`config.mk`:
```
export PLATFORM = sky130hd
export DESIGN_NAME = vz16_bus_arbiter
export DESIGN_NICKNAME = d
export VERILOG_FILES = /design/src/rtl/vz16_pkg.sv /design/src/rtl/vz16_wait_counter.sv /design/src/rtl/vz16_bus_arbiter.sv
export SDC_FILE = /design/constraint.sdc
export NUM_CORES = 1
export LEC_CHECK = 0
export CAP_MARGIN = 25
export CORE_UTILIZATION = 45
export CTS_CLUSTER_DIAMETER = 200
export DETAILED_ROUTE_END_ITERATION = 7
export PLACE_DENSITY = 0.91
export SLEW_MARGIN = 20
export SYNTH_ARGS = -nofsm -noshare
export SYNTH_HDL_FRONTEND = slang
export SYNTH_HIERARCHICAL = 1
export SYNTH_SLANG_ARGS = --single-unit
```
`constraint.sdc`:
```
create_clock -name clk -period 3.32 [get_ports clk]
set_input_delay 0.664 -clock clk [delete_from_list [all_inputs] [get_ports clk]]
set_output_delay 0.664 -clock clk [all_outputs]
set_load 0.01 [all_outputs]
```
`src/rtl/vz16_pkg.sv`:
```
// Shared types and widths for the vz16 external memory bus.
package vz16_pkg;

   localparam int VZ16_DATA_W = 16;
   localparam int VZ16_ADDR_W = 16;

   typedef enum logic [1:0] {
      IDLE   = 2'd0,
      ACCESS = 2'd1,
      RESP   = 2'd2
   } bus_state_t;

   typedef enum logic {
      OWN_F = 1'b0,
      OWN_D = 1'b1
   } owner_t;

endpackage

```
`src/rtl/vz16_wait_counter.sv`:
```
// Loadable down-counter that saturates at zero and flags when it is there.
module vz16_wait_counter #(
   parameter int W = 4
) (
   input  logic         clk,
   input  logic         reset,
   input  logic         i_load,
   input  logic [W-1:0] i_load_val,
   input  logic         i_dec,
   output logic         o_zero
);

   localparam logic [W-1:0] L_ONE = {{(W-1){1'b0}}, 1'b1};

   logic [W-1:0] r_count;

   // Load has priority over decrement; the count never wraps below zero.
   always_ff @(posedge clk or negedge reset) begin
      if (!reset) begin
         r_count <= '0;
      end else if (i_load) begin
         r_count <= i_load_val;
      end else if (i_dec && (r_count != '0)) begin
         r_count <= r_count - L_ONE;
      end else begin
         r_count <= r_count;
      end
   end

   assign o_zero = (r_count == '0);

endmodule

```
`src/rtl/vz16_bus_arbiter.sv`:
```
// vz16 external bus arbiter: fetch (F) vs load/store (D), single outstanding access.
// Optional macro VZ16_BUS_TIMEOUT_EN aborts an ACCESS after TIMEOUT_CYCLES and flags bus_err.
module vz16_bus_arbiter
   import vz16_pkg::*;
#(
   parameter int WAIT_STATES    = 1,
   parameter int FAIR_LIMIT     = 4,
   parameter int TIMEOUT_CYCLES = 64
) (
   input  logic                   clk,
   input  logic                   reset,
   input  logic                   f_req,
   input  logic [VZ16_ADDR_W-1:0] f_addr,
   output logic                   f_gnt,
   output logic                   f_done,
   input  logic                   d_req,
   input  logic                   d_we,
   input  logic [VZ16_ADDR_W-1:0] d_addr,
   input  logic [VZ16_DATA_W-1:0] d_wdata,
   output logic                   d_gnt,
   output logic                   d_done,
   output logic [VZ16_DATA_W-1:0] rdata,
   output logic [VZ16_ADDR_W-1:0] mem_addr,
   output logic [VZ16_DATA_W-1:0] mem_wdata,
   output logic                   mem_rd,
   output logic                   mem_wr,
   input  logic [VZ16_DATA_W-1:0] mem_rdata,
   input  logic                   mem_ready,
   output logic                   bus_err
);

   localparam logic [3:0] L_WAIT_LOAD  = 4'(WAIT_STATES);
   localparam logic [3:0] L_FAIR_LIMIT = 4'(FAIR_LIMIT);

   bus_state_t             r_state;
   bus_state_t             w_next_state;
   owner_t                 r_owner;
   logic                   r_we;
   logic [VZ16_ADDR_W-1:0] r_mem_addr;
   logic [VZ16_DATA_W-1:0] r_mem_wdata;
   logic [VZ16_DATA_W-1:0] r_rdata;
   logic                   r_mem_rd;
   logic                   r_mem_wr;
   logic                   r_f_done;
   logic                   r_d_done;
   logic                   r_bus_err;
   logic [3:0]             r_fair_cnt;

   logic w_f_gnt;
   logic w_d_gnt;
   logic w_accept;
   logic w_in_access;
   logic w_wait_zero;
   logic w_exit;
   logic w_timeout;
   logic w_leave;

   // Grants are only offered in IDLE; D wins unless F has been passed over FAIR_LIMIT times.
   always_comb begin
      w_f_gnt = 1'b0;
      w_d_gnt = 1'b0;
      if (reset && (r_state == IDLE)) begin
         if (f_req && (!d_req || (r_fair_cnt == L_FAIR_LIMIT))) begin
            w_f_gnt = 1'b1;
         end else if (d_req) begin
            w_d_gnt = 1'b1;
         end else begin
            w_f_gnt = 1'b0;
         end
      end else begin
         w_d_gnt = 1'b0;
      end
   end

   assign w_accept    = w_f_gnt | w_d_gnt;
   assign w_in_access = (r_state == ACCESS);
   assign w_exit      = w_in_access & w_wait_zero & mem_ready;
   assign w_leave     = w_exit | w_timeout;

   vz16_wait_counter #(.W(4)) u_wait_cnt (
      .clk        (clk),
      .reset      (reset),
      .i_load     (w_accept),
      .i_load_val (L_WAIT_LOAD),
      .i_dec      (w_in_access),
      .o_zero     (w_wait_zero)
   );

`ifdef VZ16_BUS_TIMEOUT_EN
   localparam int                L_TO_W    = $clog2(TIMEOUT_CYCLES + 1);
   localparam logic [L_TO_W-1:0] L_TO_LOAD = L_TO_W'(TIMEOUT_CYCLES - 1);

   logic w_to_zero;

   // Reloaded on every grant, so it reaches zero on the last permitted ACCESS cycle.
   vz16_wait_counter #(.W(L_TO_W)) u_timeout_cnt (
      .clk        (clk),
      .reset      (reset),
      .i_load     (w_accept),
      .i_load_val (L_TO_LOAD),
      .i_dec      (w_in_access),
      .o_zero     (w_to_zero)
   );

   assign w_timeout = w_in_access & w_to_zero & ~w_exit;
`else
   localparam int unused_timeout_cycles = TIMEOUT_CYCLES;

   assign w_timeout = 1'b0;
`endif

   // Next-state logic for the IDLE -> ACCESS -> RESP -> IDLE cycle.
   always_comb begin
      w_next_state = r_state;
      case (r_state)
         IDLE: begin
            if (w_accept) begin
               w_next_state = ACCESS;
            end else begin
               w_next_state = IDLE;
            end
         end
         ACCESS: begin
            if (w_leave) begin
               w_next_state = RESP;
            end else begin
               w_next_state = ACCESS;
            end
         end
         RESP:    w_next_state = IDLE;
         default: w_next_state = IDLE;
      endcase
   end

   // State register.
   always_ff @(posedge clk or negedge reset) begin
      if (!reset) begin
         r_state <= IDLE;
      end else begin
         r_state <= w_next_state;
      end
   end

   // Fairness counter: counts D grants that bypassed a waiting F, saturating at the limit.
   always_ff @(posedge clk or negedge reset) begin
      if (!reset) begin
         r_fair_cnt <= 4'd0;
      end else if (w_f_gnt) begin
         r_fair_cnt <= 4'd0;
      end else if (w_d_gnt && f_req && (r_fair_cnt != L_FAIR_LIMIT)) begin
         r_fair_cnt <= r_fair_cnt + 4'd1;
      end else begin
         r_fair_cnt <= r_fair_cnt;
      end
   end

   // Request latch, bus strobes, read-data capture and completion pulses.
   always_ff @(posedge clk or negedge reset) begin
      if (!reset) begin
         r_owner     <= OWN_F;
         r_we        <= 1'b0;
         r_mem_addr  <= 16'h0000;
         r_mem_wdata <= 16'h0000;
         r_rdata     <= 16'h0000;
         r_mem_rd    <= 1'b0;
         r_mem_wr    <= 1'b0;
         r_f_done    <= 1'b0;
         r_d_done    <= 1'b0;
         r_bus_err   <= 1'b0;
      end else begin
         r_f_done  <= 1'b0;
         r_d_done  <= 1'b0;
         r_bus_err <= 1'b0;
         if (w_accept) begin
            r_owner     <= w_d_gnt ? OWN_D : OWN_F;
            r_we        <= w_d_gnt & d_we;
            r_mem_addr  <= w_d_gnt ? d_addr : f_addr;
            r_mem_wdata <= w_d_gnt ? d_wdata : r_mem_wdata;
            r_mem_rd    <= ~(w_d_gnt & d_we);
            r_mem_wr    <= w_d_gnt & d_we;
         end else if (w_leave) begin
            r_mem_rd  <= 1'b0;
            r_mem_wr  <= 1'b0;
            r_f_done  <= (r_owner == OWN_F);
            r_d_done  <= (r_owner == OWN_D);
            r_bus_err <= w_timeout;
            if (w_timeout) begin
               r_rdata <= 16'h0000;
            end else if (!r_we) begin
               r_rdata <= mem_rdata;
            end else begin
               r_rdata <= r_rdata;
            end
         end else begin
            r_mem_rd <= r_mem_rd;
            r_mem_wr <= r_mem_wr;
         end
      end
   end

   assign f_gnt     = w_f_gnt;
   assign d_gnt     = w_d_gnt;
   assign f_done    = r_f_done;
   assign d_done    = r_d_done;
   assign rdata     = r_rdata;
   assign mem_addr  = r_mem_addr;
   assign mem_wdata = r_mem_wdata;
   assign mem_rd    = r_mem_rd;
   assign mem_wr    = r_mem_wr;
   assign bus_err   = r_bus_err;

endmodule

```
=== Yosys cells after proc, flatten, opt, wreduce, memory -nomap -nowiden ===
Cells that the tools add are included.

* Divide/modulo/power cells: 0
* Shift-type cells: 0
* Bitwise gates (word level): 8
* Reductions and logical operators: 15
* Order comparisons: 0
* $add $sub $neg: 2
* Equal/unequal tests: 3
* $mul: 0
* Muxes and demuxes: 21

{| class="wikitable"
|+ Operators with widths
! operator !! number
|-
| two-way mux 16 bit || 1
|-
| two-way mux 4 bit || 4
|-
| two-way mux 1 bit || 14
|-
| nonzero test 2 bit || 3
|-
| logical AND 1 bit || 5
|-
| adder 4 x 1 -> 4 bit (second input constant) || 1
|-
| == test 4 x 3 -> 1 bit (second input constant) || 1
|-
| zero test 4 bit || 1
|-
| inequality test 4 x 3 -> 1 bit (second input constant) || 1
|-
| NOT 1 bit || 4
|-
| case mux 2 bit (2 select lines) || 1
|-
| nonzero test 4 bit || 1
|-
| subtractor 4 x 1 -> 4 bit (second input constant) || 1
|-
| bitwise AND 1 bit || 3
|-
| AND reduction 3 bit || 1
|-
| == test 2 x 1 -> 1 bit (second input constant) || 1
|-
| zero test 2 bit || 1
|-
| two-way mux 2 bit || 1
|-
| AND reduction 2 bit || 1
|-
| zero test 1 bit || 1
|-
| logical OR 1 bit || 1
|-
| OR 1 bit || 1
|}

* Word-level logic and storage cells: 61
* Bits in registers: 64
* Output and inout port bits: 55
* Latch bits: 0
* Bits in read-only memories: 0
* Memories kept: 0
* Bits in writable memories: 0
* Input bits: 70

=== Longest topological paths before layout ===
Gate-level depths: netlist of run 1.

* Depth in word-level cells: 9
* Mapped depth: 8

=== By module ===
The synthesis of run 1 kept the hierarchy.

{| class="wikitable"
|+ By module, submodules not included
! module !! instances !! seq. area each (µm²) !! cells each !! area each (µm²)
|-
| vz16_bus_arbiter || 1 || 1,501.4 || 183 || 2,608.8
|-
| vz16_wait_counter || 1 || 100.1 || 27 || 270.3
|}

=== Least setup slack after synthesis of run 1 ===
No wires, ideal clock.

* Path type: register to register
* Start point: register u_wait_cnt.r_count[0]
* End point: register r_rdata[0], in the netlist rdata[0]
* Setup time: 125 ps
* Setup slack: 1,218 ps
* Period minus slack after synthesis: 2,102 ps
* Path buffers: 1
* Cell stages (with the launch flop): 8
* Arrival time: 1,977 ps
* Required time: 3,195 ps
* Path through: dfrtp_1 -> inv_1 -> ha_1 -> nor3b_2 -> nand4b_1 -> nor2_2 -> buf_4 -> mux2_2

* Cells in the longest elaborated chain, start to end: 4

{| class="wikitable"
|+ Ends and longest elaborated chain
! what !! line !! source
|-
| start: declaration || vz16_wait_counter.sv:15 || <nowiki>logic [W-1:0] r_count;</nowiki>
|-
| start signal: assignment || vz16_wait_counter.sv:22 || <nowiki>r_count <= i_load_val;</nowiki>
|-
| start signal: assignment || vz16_wait_counter.sv:24 || <nowiki>r_count <= r_count - L_ONE;</nowiki>
|-
| start signal: assignment || vz16_wait_counter.sv:26 || <nowiki>r_count <= r_count;</nowiki>
|-
| zero test 4 bit || vz16_wait_counter.sv:30 || <nowiki>assign o_zero = (r_count == '0);</nowiki>
|-
| via w_wait_zero || vz16_bus_arbiter.sv:53 || <nowiki>logic w_wait_zero;</nowiki>
|-
| bitwise AND 1 bit (2 in series) || vz16_bus_arbiter.sv:77 || <nowiki>assign w_exit = w_in_access & w_wait_zero & mem_ready;</nowiki>
|-
| AND reduction 3 bit (no source line) || - ||
|-
| end signal: assignment || vz16_bus_arbiter.sv:190 || <nowiki>r_rdata <= mem_rdata;</nowiki>
|-
| end signal: assignment || vz16_bus_arbiter.sv:192 || <nowiki>r_rdata <= r_rdata;</nowiki>
|-
| end: declaration || vz16_bus_arbiter.sv:41 || <nowiki>logic [VZ16_DATA_W-1:0] r_rdata;</nowiki>
|}

The timed path passes the listed nets, and every way through them passes these cells.
A chain may end at the register's enable or synchronous reset.

=== Worst setup path after layout of run 1 ===
* Start point: input d_req
* End point: output d_gnt

* Cells in the longest elaborated chain, start to end: 5
* Elaborated cells between the ends (all ways): 6

{| class="wikitable"
|+ Ends and longest elaborated chain
! what !! line !! source
|-
| start: declaration || vz16_bus_arbiter.sv:16 || <nowiki>input logic d_req,</nowiki>
|-
| zero test 1 bit || vz16_bus_arbiter.sv:63 || <nowiki>if (f_req && (!d_req || (r_fair_cnt == L_FAIR_LIMIT))) begin</nowiki>
|-
| logical OR 1 bit || vz16_bus_arbiter.sv:63 ||
|-
| logical AND 1 bit || vz16_bus_arbiter.sv:63 ||
|-
| two-way mux 1 bit (*) || vz16_bus_arbiter.sv:63 ||
|-
| two-way mux 1 bit (*) || vz16_bus_arbiter.sv:62 || <nowiki>if (reset && (r_state == IDLE)) begin</nowiki>
|-
| end: declaration || vz16_bus_arbiter.sv:20 || <nowiki>output logic d_gnt,</nowiki>
|}

Every way passes the cells marked *; elsewhere a longest branch is shown, timed or not.

==> results of run 1 <==
worst max-delay path, delay by kind of cell:
kind,cells,cell delay (ns)
AO/OA/AOI/OAI,1,0.28
buffers and inverters,3,1.22
AND/OR/NAND/NOR,1,0.18
cells by family (layout without fill, tap and decap cells):
group / Yosys count / after routing / synth area share
mux: 32 / 32 / 0.1460
other cells: 2 / 5 / 0.002609
buf+inv: 24 / 157 / 0.05432
fa+ha+maj: 3 / 3 / 0.01304
flops: 64 / 64 / 0.5563
simple gates: 50 / 50 / 0.1182
compound gates: 35 / 35 / 0.1095
state kept, by name, summed over array words and instances (netlist names):
| signal | flops |
|---|---|
| mem_addr | 16 |
| mem_wdata | 16 |
| rdata | 16 |
| r_fair_cnt | 4 |
| u_wait_cnt/r_count | 4 |
| r_state | 2 |
| d_done | 1 |
| f_done | 1 |
| mem_rd | 1 |
| mem_wr | 1 |
| r_owner | 1 |
| r_we | 1 |
worst max-delay path by stage:
| stage | startpoint | to | slack, ns | cells past startpoint |
|---|---|---|---|---|
| after global routing | d_req | d_gnt | 0.23 | 5 |
| after global placement | d_req | d_gnt | 0.39 | 5 |
| after CTS | d_req | d_gnt | 0.30 | 5 |
| after detailed placement | d_req | d_gnt | 0.30 | 5 |
| final | d_req | d_gnt | 0.31 | 5 |
| after floorplan | u_wait_cnt/r_count[0] | rdata[0] | 1.22 | 7 |
where the power goes:
group	internal, mW	switching (mW)
sequential	1.14	0.213
clock	0.285	0.296
combinational	1.07	0.613
per-layer routing:
| metal | global-route usage | part of all wire | vias to the layer above |
|---|---|---|---|
| met4 | 0.06842 | 0.016 | 0 |
| met5 | 0 | 0 | - |
| li1 | - | - | 1022 |
| met3 | 0.08222 | 0.091 | 12 |
| met1 | 0.2498 | 0.41 | 1055 |
| met2 | 0.3421 | 0.48 | 96 |
final cells by class:
cell class,instances,share of cell area
Multi-Input combinational cell,125,0.2618
Timing Repair Buffer,130,0.2956
Clock inverter,6,0.008100
Sequential cell,64,0.3703
Tap cell,75,0.02170
Clock buffer,10,0.03182
Inverter,11,0.01070
cell usage in the layout (no fill, tap or decap), types with 2 or more instances in the layout:
master	n
o221a_2	16
clkinvlp_4	2
nor3_1	3
a21oi_1	2
dfrtp_1	64
ha_1	3
mux2_4	16
nor2_1	2
a21o_1	2
nand4bb_1	2
nand3_1	2
clkinv_2	4
nand2_1	9
mux2_2	16
nand3b_1	17
conb_1	5
buf_4	7
inv_1	10
clkbuf_8	10
clkdlybuf4s50_1	122
or2b_1	2
o21ai_0	6
nor2b_1	2
per-stage QoR:
step | cells | hold WS, ns | cell area, µm²
3_3_place_gp | 405 | 0.4070 | 4153
3_5_place_dp | 405 | 0.4185 | 4153
5_1_grt | 421 | 0.4548 | 4325
6_report | 421 | 0.4299 | 4325
2_1_floorplan | 213 | 0.3684 | 2890
4_1_cts | 421 | 0.4288 | 4325
==> impl_metrics.sql, run 1 <==
INSERT INTO impl_metrics (metric_group, metric, value, unit) VALUES
('clocking', 'cts.sink_count', '64', ''),
('floorplanning', 'effective_utilization_at_floorplan', '0.4750', ''),
('placed_design', 'total_half_perimeter_wirelength_after_legalization_and_detailed_placement', '4.859', 'mm'),
('cells_and_area', 'finalNetCount', '414', ''),
('pwr', 'static-leakage-power', '1.844', 'nW'),
('yosys', 'syn-mean-instance-area', '13.71', 'µm²'),
('global_routing', 'grt_antenna_before_repair', '0', ''),
('timing', 'max_slew.worst_pin.slew', '0.8072', 'ns'),
('setup_path', 'r2r.worst_path.cells', '7', ''),
('cells_and_area', 'share_of_final_layout_standard_cells_stronger_than_drive_strength_1', '0.2225', ''),
('detailed_routing', 'post-route-drc-count', '0', ''),
('floorplanning', 'die_height', '81.99', 'µm'),
('yosys', 'post-synth-top-count-cell', 'dfrtp_1', ''),
('timing', 'skew', '0.008372', 'ns'),
('yosys', 'synth-async-reset-ratio', '1.000', ''),
('yosys', 'yosysTopAreaCellShare', '0.5563', ''),
('setup_path', 'critPathCaptureType', 'primary output', ''),
('yosys', 'yosys-top-cells-count', 'dfrtp_1 (64), nand3b_1 (17), mux2_2 (16), mux2_4 (16), o221a_2 (16)', ''),
('timing', 'unrepaired_setup_endpoints_after_global_routing', 'false', ''),
('timing', 'fin_tns_setup', '0', 'ns'),
('detailed_routing', 'totalWireLength', '6.679', 'mm'),
('floorplanning', 'core_area', '6061', 'µm²'),
('global_routing', 'first_global_vias', '2185', ''),
('setup_path', 'setup.worst_path.start_class', 'primary input', ''),
('detailed_routing', 'wire_per_inst', '15.86', 'µm'),
('placed_design', 'number_of_input_and_output_port_buffers_inserted', '123', ''),
('yosys', 'synth.largest_area_cell', 'dfrtp_1', ''),
('floorplanning', 'ioPinCount', '125', ''),
('timing', 'setup-violations-final', '0', ''),
('clocking', 'worst_skew_late_latency', '0.34', 'ns'),
('timing', 'max_freq', '332.3', 'MHz'),
('setup_path', 'crit_chain', 'clkdlybuf4s50_1 -> nand4bb_1 -> a31o_1 -> inv_6 -> clkdlybuf4s50_1', ''),
('cells_and_area', 'fin_util', '0.7137', ''),
('detailed_routing', 'via_count_normalized_by_instance_count', '5.190', ''),
('clocking', 'bufs_on_longest_clock_path', '2', ''),
('clocking', 'path_clk_slew', '0.07', 'ns'),
('setup_path', 'criticalPathCategory', 'in2out', ''),
('yosys', 'yosys_warnings', '6', ''),
('clocking', 'cts_inserted_buffers', '9', ''),
('clocking', 'post_cts.repair.setup_buffers', '0', ''),
('timing', 'slew_viol_final', '0', ''),
('clocking', 'cts-root-buf', 'clkbuf_8', ''),
('detailed_routing', 'routed-via-count', '2185', ''),
('detailed_routing', 'final_antenna_net_count', '0', ''),
('global_routing', 'grt_first_pass_wirelength', '10.30', 'mm'),
('clocking', 'cts.htree.levels', '3', ''),
('cells_and_area', 'regArea', '1602', 'µm²'),
('hold_path', 'min_delay_worst_endpoint', 'f_done', ''),
('global_routing', 'grt_overflow', '0', ''),
('yosys', 'synthesis.instances', '210', ''),
('yosys', 'ys.flop_type', 'dfrtp_1', ''),
('global_routing', 'global_route.usage.total', '0.2087', ''),
('yosys', 'synth-edff-count', '0', ''),
('timing', 'maxSlewHeadroom', '0.4619', ''),
('timing', 'final_period_minus_worst_setup_slack', '3.010', 'ns'),
('timing', 'worst_slack', '0.3104', 'ns'),
('cells_and_area', 'fill_count', '432', ''),
('placed_design', 'globalplace.congestion', '0.7599', ''),
('setup_path', 'r2r_start', 'u_wait_cnt/r_count[0]', ''),
('setup_path', 'crit_slowest_cell', 'clkdlybuf4s50_1', ''),
('hold_path', 'hold_class', 'reg2reg', ''),
('yosys', 'synth.distinct_cells', '46', ''),
('outcome', 'outcome', 'finished, final reports clean', ''),
('floorplanning', 'floorplan.die_area', '6722', 'µm²'),
('setup_path', 'critical_path.reg2reg.endpoint', 'rdata[13]', ''),
('setup_path', 'crit_path_max_incr_delay', '0.60', 'ns'),
('yosys', 'synth_sequential_area_ratio', '0.5563', ''),
('cells_and_area', 'areaGrowthSynthToFinish', '50.24', '%'),
('setup_path', 'critPathArrivalTime', '2.35', 'ns'),
('pwr', 'maximum_resistive_drop_on_vdd', '0.0004647', 'V'),
('detailed_routing', 'drtIter0Drc', '106', '');
No activity file was read; power rests on OpenSTA's default activity.
==> run 2, diff against run 1 <==
--- a/config.mk
+++ b/config.mk
@@ -6,10 +6,12 @@
 export NUM_CORES = 1
 export LEC_CHECK = 0
 export CAP_MARGIN = 25
-export CORE_UTILIZATION = 45
+export CELL_PAD_IN_SITES_DETAIL_PLACEMENT = 2
+export CELL_PAD_IN_SITES_GLOBAL_PLACEMENT = 2
+export CORE_UTILIZATION = 29
 export CTS_CLUSTER_DIAMETER = 200
 export DETAILED_ROUTE_END_ITERATION = 7
-export PLACE_DENSITY = 0.91
+export PLACE_DENSITY = 0.92
 export SLEW_MARGIN = 20
 export SYNTH_ARGS = -nofsm -noshare
 export SYNTH_HDL_FRONTEND = slang
==> run 2 against run 1 <==
  * Worst hold slack got worse by 0.31 ns
  * Utilization fell by 24 points
  * Power rose by 9.4%
  * Flip-flop and latch count did not move
  * Non-clock buffer count did not move
  * Largest power group unchanged
  * Clock-buffer cell count rose by 1
  * Critical path depth did not move
  * Combinational power rose by 5%
  * Via count rose by 6.5%
  * First-iteration DRC count fell by 42%
  * Cell count rose by 13%
  * Maximum frequency rose by 0.63%
==> impl_metrics.sql, run 2 (same netlist as run 1, synthesis figures left out) <==
INSERT INTO impl_metrics (metric_group, metric, value, unit) VALUES
('detailed_routing', 'post-route-drc-count', '0', ''),
('timing', 'skew', '0.008694', 'ns'),
('timing', 'report.final.hold_viol_count', '0', ''),
('setup_path', 'critPathArrivalTime', '2.33', 'ns'),
('timing', 'maxSlewHeadroom', '0.4611', ''),
('timing', 'fin_tns_setup', '0', 'ns'),
('pwr', 'pwr_density_cell', '888.4', 'nW/µm²'),
('timing', 'final_period_minus_worst_setup_slack', '2.991', 'ns'),
('timing', 'timing.final.crit_share', '0.9009', ''),
('clocking', 'cts_inserted_buffers', '9', ''),
('global_routing', 'gr-usage-met1', '0.2375', ''),
('setup_path', 'worstPathMaxFanout', '7', ''),
('cells_and_area', 'most-common-layout-cells', 'clkdlybuf4s50_1 (122), dfrtp_1 (64), nand3b_1 (17)', ''),
('setup_path', 'crit_slowest_cell', 'clkdlybuf4s50_1', ''),
('setup_path', 'r2r_start', 'u_wait_cnt/r_count[1]', ''),
('clocking', 'cts.htree.levels', '3', ''),
('cells_and_area', 'finalNetCount', '414', ''),
('setup_path', 'critical_path.most_common_cell', 'clkdlybuf4s50_1', ''),
('clocking', 'worst_skew_late_latency', '0.35', 'ns'),
('clocking', 'bufs_on_longest_clock_path', '2', ''),
('pwr', 'maximum_resistive_drop_on_vdd', '0.0003214', 'V'),
('timing', 'max_slew.worst_pin.slew', '0.8084', 'ns'),
('timing', 'setup-violations-final', '0', ''),
('detailed_routing', 'drtIter0Drc', '62', ''),
('floorplanning', 'floorplan.die_area', '10330', 'µm²'),
('setup_path', 'critical_path.reg2reg.endpoint', 'rdata[12]', ''),
('clocking', 'post_cts_resized', '0', ''),
('cells_and_area', 'areaGrowthSynthToFinish', '54.59', '%'),
('placed_design', 'placed_cells_incl_taps', '459', ''),
('global_routing', 'grt_first_pass_wirelength', '15.30', 'mm'),
('floorplanning', 'floorplan.die.width', '101.6', 'µm'),
('setup_path', 'criticalPathCategory', 'in2out', ''),
('detailed_routing', 'via_count_normalized_by_instance_count', '4.901', ''),
('clocking', 'cts-root-buf', 'clkbuf_8', ''),
('detailed_routing', 'totalWireLength', '10.08', 'mm'),
('setup_path', 'crit_chain', 'clkdlybuf4s50_1 -> nand4bb_1 -> a31o_1 -> inv_6 -> clkdlybuf4s50_1', ''),
('floorplanning', 'placementRows', '35', ''),
('pwr', 'static-leakage-power', '1.876', 'nW'),
('cells_and_area', 'layout_commonest_cell', 'clkdlybuf4s50_1', ''),
('clocking', 'cts_tree', 'done', ''),
('placed_design', 'number_of_input_and_output_port_buffers_inserted', '123', ''),
('placed_design', 'total_half_perimeter_wirelength_after_legalization_and_detailed_placement', '7.128', 'mm'),
('setup_path', 'critPathCaptureType', 'primary output', ''),
('hold_path', 'hold_class', 'in2async', ''),
('global_routing', 'grt_antenna_before_repair', '0', ''),
('setup_path', 'setup.worst_path.start_class', 'primary input', ''),
('detailed_routing', 'wire_per_inst', '21.23', 'µm'),
('timing', 'unrepaired_setup_endpoints_after_global_routing', 'false', ''),
('detailed_routing', 'final_antenna_net_count', '0', ''),
('floorplanning', 'ioPinCount', '125', ''),
('placed_design', 'globalplace.congestion', '0.7226', ''),
('setup_path', 'crit_path_max_incr_delay', '0.61', 'ns'),
('timing', 'worst_slack', '0.3291', 'ns'),
('cells_and_area', 'instances_no_fill', '475', ''),
('timing', 'hold_ws', '0.1223', 'ns'),
('global_routing', 'global_routing_usage_on_met3', '0.04900', ''),
('clocking', 'hold_buffers', '0', ''),
('setup_path', 'worst_ep_required_time', '2.66', 'ns'),
('timing', 'slew_viol_final', '0', ''),
('cells_and_area', 'share_of_final_layout_standard_cells_stronger_than_drive_strength_1', '0.2225', ''),
('global_routing', 'gr-usage-met2', '0.3680', ''),
('job', 'cap_viol_max_count', '0', ''),
('setup_path', 'r2r.worst_path.cells', '7', ''),
('cells_and_area', 'diodes', '0', ''),
('detailed_routing', 'number_of_detailed_route_iterations_in_the_first_pass', '4', ''),
('placed_design', 'place_worst_setup_slack', '0.3276', 'ns'),
('global_routing', 'grt_start_max_net_pins', '64', ''),
('global_routing', 'globalRoute.busiestLayer', 'met2', ''),
('clocking', 'cts.sink_count', '64', ''),
('cells_and_area', 'fin_util', '0.4727', ''),
('timing', 'max_freq', '334.3', 'MHz'),
('global_routing', 'global_route.usage.total', '0.2055', ''),
('floorplanning', 'die_height', '101.6', 'µm'),
('floorplanning', 'core_area', '9415', 'µm²'),
('global_routing', 'first_global_vias', '2620', ''),
('global_routing', 'grt_overflow', '0', ''),
('clocking', 'post_cts.repair.setup_buffers', '0', ''),
('clocking', 'path_clk_slew', '0.07', 'ns'),
('setup_path', 'regToRegSetupSlack', '0.85', 'ns'),
('detailed_routing', 'routed-via-count', '2328', ''),
('outcome', 'outcome', 'finished, final reports clean', ''),
('floorplanning', 'effective_utilization_at_floorplan', '0.3058', '');
==> run 2: changes by cell type in the layout (fill, tap and decap cells not counted) <==
cell | before | now
clkbuf_8 | 10 | 11
clkinvlp_4 | 2 | 0
bufinv_16 | 0 | 2
clkinv_2 | 4 | 2
clkinv_4 | 0 | 1
==> run 2: cell type report <==
type                    instances  area (µm²)
clock buffers                  11       151.4
clock inverters                 5       78.83
fillers                       928        4965
inverters                      11       46.29
multi-input cells             125        1132
flip-flops and latches         64        1602
well taps                     129       161.4
repair buffers                130        1279
==> run 2: per-stage QoR <==
stage | cell area, µm² | power, mW
finish | 4451 | 3.954
global route | 4451 | 4.175
CTS | 4451 | 4.013
detailed placement | 4220 | 3.164
global placement | 4220 | 3.021
floorplan | 2890 | 2.212
==> run 2: worst max path at each step <==
| stage | from | to | slack [ns] | cells after the start |
|---|---|---|---|---|
| final | d_req | d_gnt | 0.33 | 5 |
| after floorplan | u_wait_cnt/r_count[0] | rdata[0] | 1.22 | 7 |
| after global placement | d_req | d_gnt | 0.37 | 5 |
| after detailed placement | d_req | d_gnt | 0.33 | 5 |
| after CTS | d_req | d_gnt | 0.33 | 5 |
| after global routing | d_req | d_gnt | 0.25 | 5 |
==> run 2: worst max-delay path, delay by kind of cell <==
family	cells	cell delay (ns)
AOI/OAI and AO/OA	1	0.29
and+or+nand+nor	1	0.17
buffers and inverters	3	1.21
==> run 2: power by group <==
part           switching (mW)  leakage, nW  internal [mW]
sequential              0.253        0.760           1.14
combinational           0.703        0.996           1.07
clock                   0.326        0.119          0.463
total                    1.28         1.88           2.67
==> run 2: metal layers <==
layer / part of all wire / routed length, µm / up-vias
li1: - / - / 1022
met1: 0.40 / 4050 / 1201
met2: 0.52 / 5263 / 90
met3: 0.059 / 593 / 15
met4: 0.018 / 177 / 0
met5: 0 / 0 / -
==> run 3, diff against run 2 <==
--- a/config.mk
+++ b/config.mk
@@ -12,6 +12,7 @@
 export CTS_CLUSTER_DIAMETER = 200
 export DETAILED_ROUTE_END_ITERATION = 7
 export PLACE_DENSITY = 0.92
+export SETUP_SLACK_MARGIN = 0.02
 export SLEW_MARGIN = 20
 export SYNTH_ARGS = -nofsm -noshare
 export SYNTH_HDL_FRONTEND = slang
==> constraint.sdc (replaced) <==
create_clock -name clk -period 3.6 [get_ports clk]
set_input_delay 0.72 -clock clk [delete_from_list [all_inputs] [get_ports clk]]
set_output_delay 0.72 -clock clk [all_outputs]
set_load 0.01 [all_outputs]
==> run 3 against run 2 <==
  * Global-route usage decreased by 0.53 points
  * Via count down 2.4%
  * First-iteration DRC count is 11% lower
  * Sequential power is 9% lower
  * Design area is 0.51% lower
  * Critical path depth is the same
  * Die area is the same
  * Critical endpoint unchanged
  * Clock power decreased by 19%
==> impl_metrics.sql, run 3 (same netlist as run 1, synthesis figures left out) <==
INSERT INTO impl_metrics (metric_group, metric, value, unit) VALUES
('detailed_routing', 'wire_per_inst', '20.59', 'µm'),
('floorplanning', 'ioPinCount', '125', ''),
('cells_and_area', 'layout_commonest_cell', 'clkdlybuf4s50_1', ''),
('clocking', 'path_clk_slew', '0.07', 'ns'),
('detailed_routing', 'number_of_detailed_route_iterations_in_the_first_pass', '4', ''),
('timing', 'final_period_minus_worst_setup_slack', '3.104', 'ns'),
('timing', 'timing.final.crit_share', '0.8623', ''),
('timing', 'skew', '0.01459', 'ns'),
('job', 'cap_viol_max_count', '0', ''),
('setup_path', 'r2r_start', 'u_wait_cnt/r_count[0]', ''),
('placed_design', 'number_of_input_and_output_port_buffers_inserted', '123', ''),
('floorplanning', 'effective_utilization_at_floorplan', '0.3058', ''),
('cells_and_area', 'instances_no_fill', '476', ''),
('detailed_routing', 'drtIter0Drc', '55', ''),
('placed_design', 'placed_cells_incl_taps', '459', ''),
('detailed_routing', 'final_antenna_net_count', '0', ''),
('detailed_routing', 'post-route-drc-count', '0', ''),
('pwr', 'power.total', '3.549', 'mW'),
('clocking', 'cts-root-buf', 'clkbuf_8', ''),
('floorplanning', 'floorplan.die.width', '101.6', 'µm'),
('timing', 'unrepaired_setup_endpoints_after_global_routing', 'false', ''),
('timing', 'max_freq', '322.1', 'MHz'),
('cells_and_area', 'finish.instance_area', '4428', 'µm²'),
('cells_and_area', 'finalNetCount', '414', ''),
('global_routing', 'grt_first_pass_wirelength', '14.98', 'mm'),
('pwr', 'maximum_resistive_drop_on_vdd', '0.0003021', 'V'),
('floorplanning', 'die_height', '101.6', 'µm'),
('global_routing', 'global_route.usage.total', '0.2002', ''),
('timing', 'max_slew.worst_pin.slew', '0.7057', 'ns'),
('timing', 'slew_viol_final', '0', ''),
('clocking', 'cts_tree', 'done', ''),
('floorplanning', 'core_area', '9415', 'µm²'),
('placed_design', 'total_half_perimeter_wirelength_after_legalization_and_detailed_placement', '7.382', 'mm'),
('clocking', 'post_cts_resized', '0', ''),
('setup_path', 'worst_ep_required_time', '2.88', 'ns'),
('timing', 'fin_tns_setup', '0', 'ns'),
('clocking', 'cts.htree.levels', '3', ''),
('setup_path', 'crit_path_start', 'd_req', ''),
('setup_path', 'worstPathMaxFanout', '7', ''),
('detailed_routing', 'via_count_normalized_by_instance_count', '4.775', ''),
('global_routing', 'grt_start_max_net_pins', '55', ''),
('setup_path', 'criticalPathCategory', 'in2out', ''),
('cells_and_area', 'share_of_final_layout_standard_cells_stronger_than_drive_strength_1', '0.2225', ''),
('global_routing', 'gr-usage-met2', '0.3623', ''),
('outcome', 'outcome', 'finished, final reports clean', ''),
('timing', 'setup-violations-final', '0', ''),
('hold_path', 'hold_class', 'in2async', ''),
('global_routing', 'global_routing_usage_on_met3', '0.04831', ''),
('clocking', 'cts_inserted_buffers', '9', ''),
('global_routing', 'globalRoute.busiestLayer', 'met2', ''),
('setup_path', 'critPathArrivalTime', '2.38', 'ns'),
('placed_design', 'globalplace.congestion', '0.7875', ''),
('timing', 'report.final.hold_viol_count', '0', ''),
('detailed_routing', 'totalWireLength', '9.800', 'mm'),
('floorplanning', 'floorplan.die_area', '10330', 'µm²'),
('timing', 'hold_ws', '0.2757', 'ns'),
('pwr', 'pwr_density_cell', '801.4', 'nW/µm²'),
('global_routing', 'gr-usage-met1', '0.2257', ''),
('clocking', 'bufs_on_longest_clock_path', '2', ''),
('setup_path', 'setup.worst_path.start_class', 'primary input', ''),
('global_routing', 'grt_overflow', '0', ''),
('global_routing', 'grt_antenna_before_repair', '0', ''),
('clocking', 'post_cts.repair.setup_buffers', '0', ''),
('detailed_routing', 'routed-via-count', '2273', ''),
('clocking', 'hold_buffers', '0', ''),
('clocking', 'worst_skew_late_latency', '0.34', 'ns'),
('timing', 'maxSlewHeadroom', '0.5296', ''),
('global_routing', 'first_global_vias', '2649', ''),
('cells_and_area', 'most-common-layout-cells', 'clkdlybuf4s50_1 (122), dfrtp_1 (64), nand3b_1 (17)', ''),
('cells_and_area', 'areaGrowthSynthToFinish', '53.80', '%'),
('floorplanning', 'placementRows', '35', ''),
('cells_and_area', 'fill_count', '949', ''),
('setup_path', 'critPathCaptureType', 'primary output', ''),
('pwr', 'static-leakage-power', '1.855', 'nW'),
('clocking', 'cts.sink_count', '64', ''),
('placed_design', 'post_dp_cell_area', '4220', 'µm²');
-- run 3: worst max-delay path, cell delays in order --
cell             delay, ns
clkdlybuf4s50_1       0.60
nand4bb_1             0.16
a31o_1                0.29
inv_6                 0.08
clkdlybuf4s50_1       0.54
-- run 3: path summary, 6_finish.rpt --
check	endpoint	depth (start not counted)	slack, ns
max	d_gnt	5	0.50
min	mem_wdata[11]	1	0.28
max reg2reg	rdata[7]	7	1.15
min reg2reg	f_done	1	0.44
max in group asynchronous	u_wait_cnt/r_count[1]	2	2.31
min in group clk	f_done	1	0.44
-- run 3: power by group --
group	switching [mW]	leakage, nW	internal (mW)
clock	0.296	0.0989	0.341
combinational	0.652	0.996	0.990
sequential	0.219	0.760	1.05
-- run 3: layer usage --
metal | wire (µm) | up-vias
li1 | - | 1023
met1 | 3779 | 1146
met2 | 5251 | 91
met3 | 550 | 13
met4 | 217 | 0
met5 | 0 | -
-- run 3: layout make-up --
cell class / instances / area (µm²) / share of cell area
flip-flops and latches: 64 / 1602 / 0.3617
repair buffers: 130 / 1279 / 0.2888
multi-input cells: 125 / 1132 / 0.2557
clock inverters: 6 / 67.56 / 0.01526
well taps: 129 / 161.4 / 0.03645
diodes: 1 / 2.502 / 0.0005651
inverters: 11 / 46.29 / 0.01045
clock buffers: 10 / 137.6 / 0.03108
-- run 3: stage by stage --
stage,utilization,setup slack (ns)
global placement,0.4482,0.5378
detailed placement,0.4482,0.4947
global route,0.4700,0.3829
floorplan,-,1.408
CTS,0.4700,0.4763
finish,0.4703,0.4956
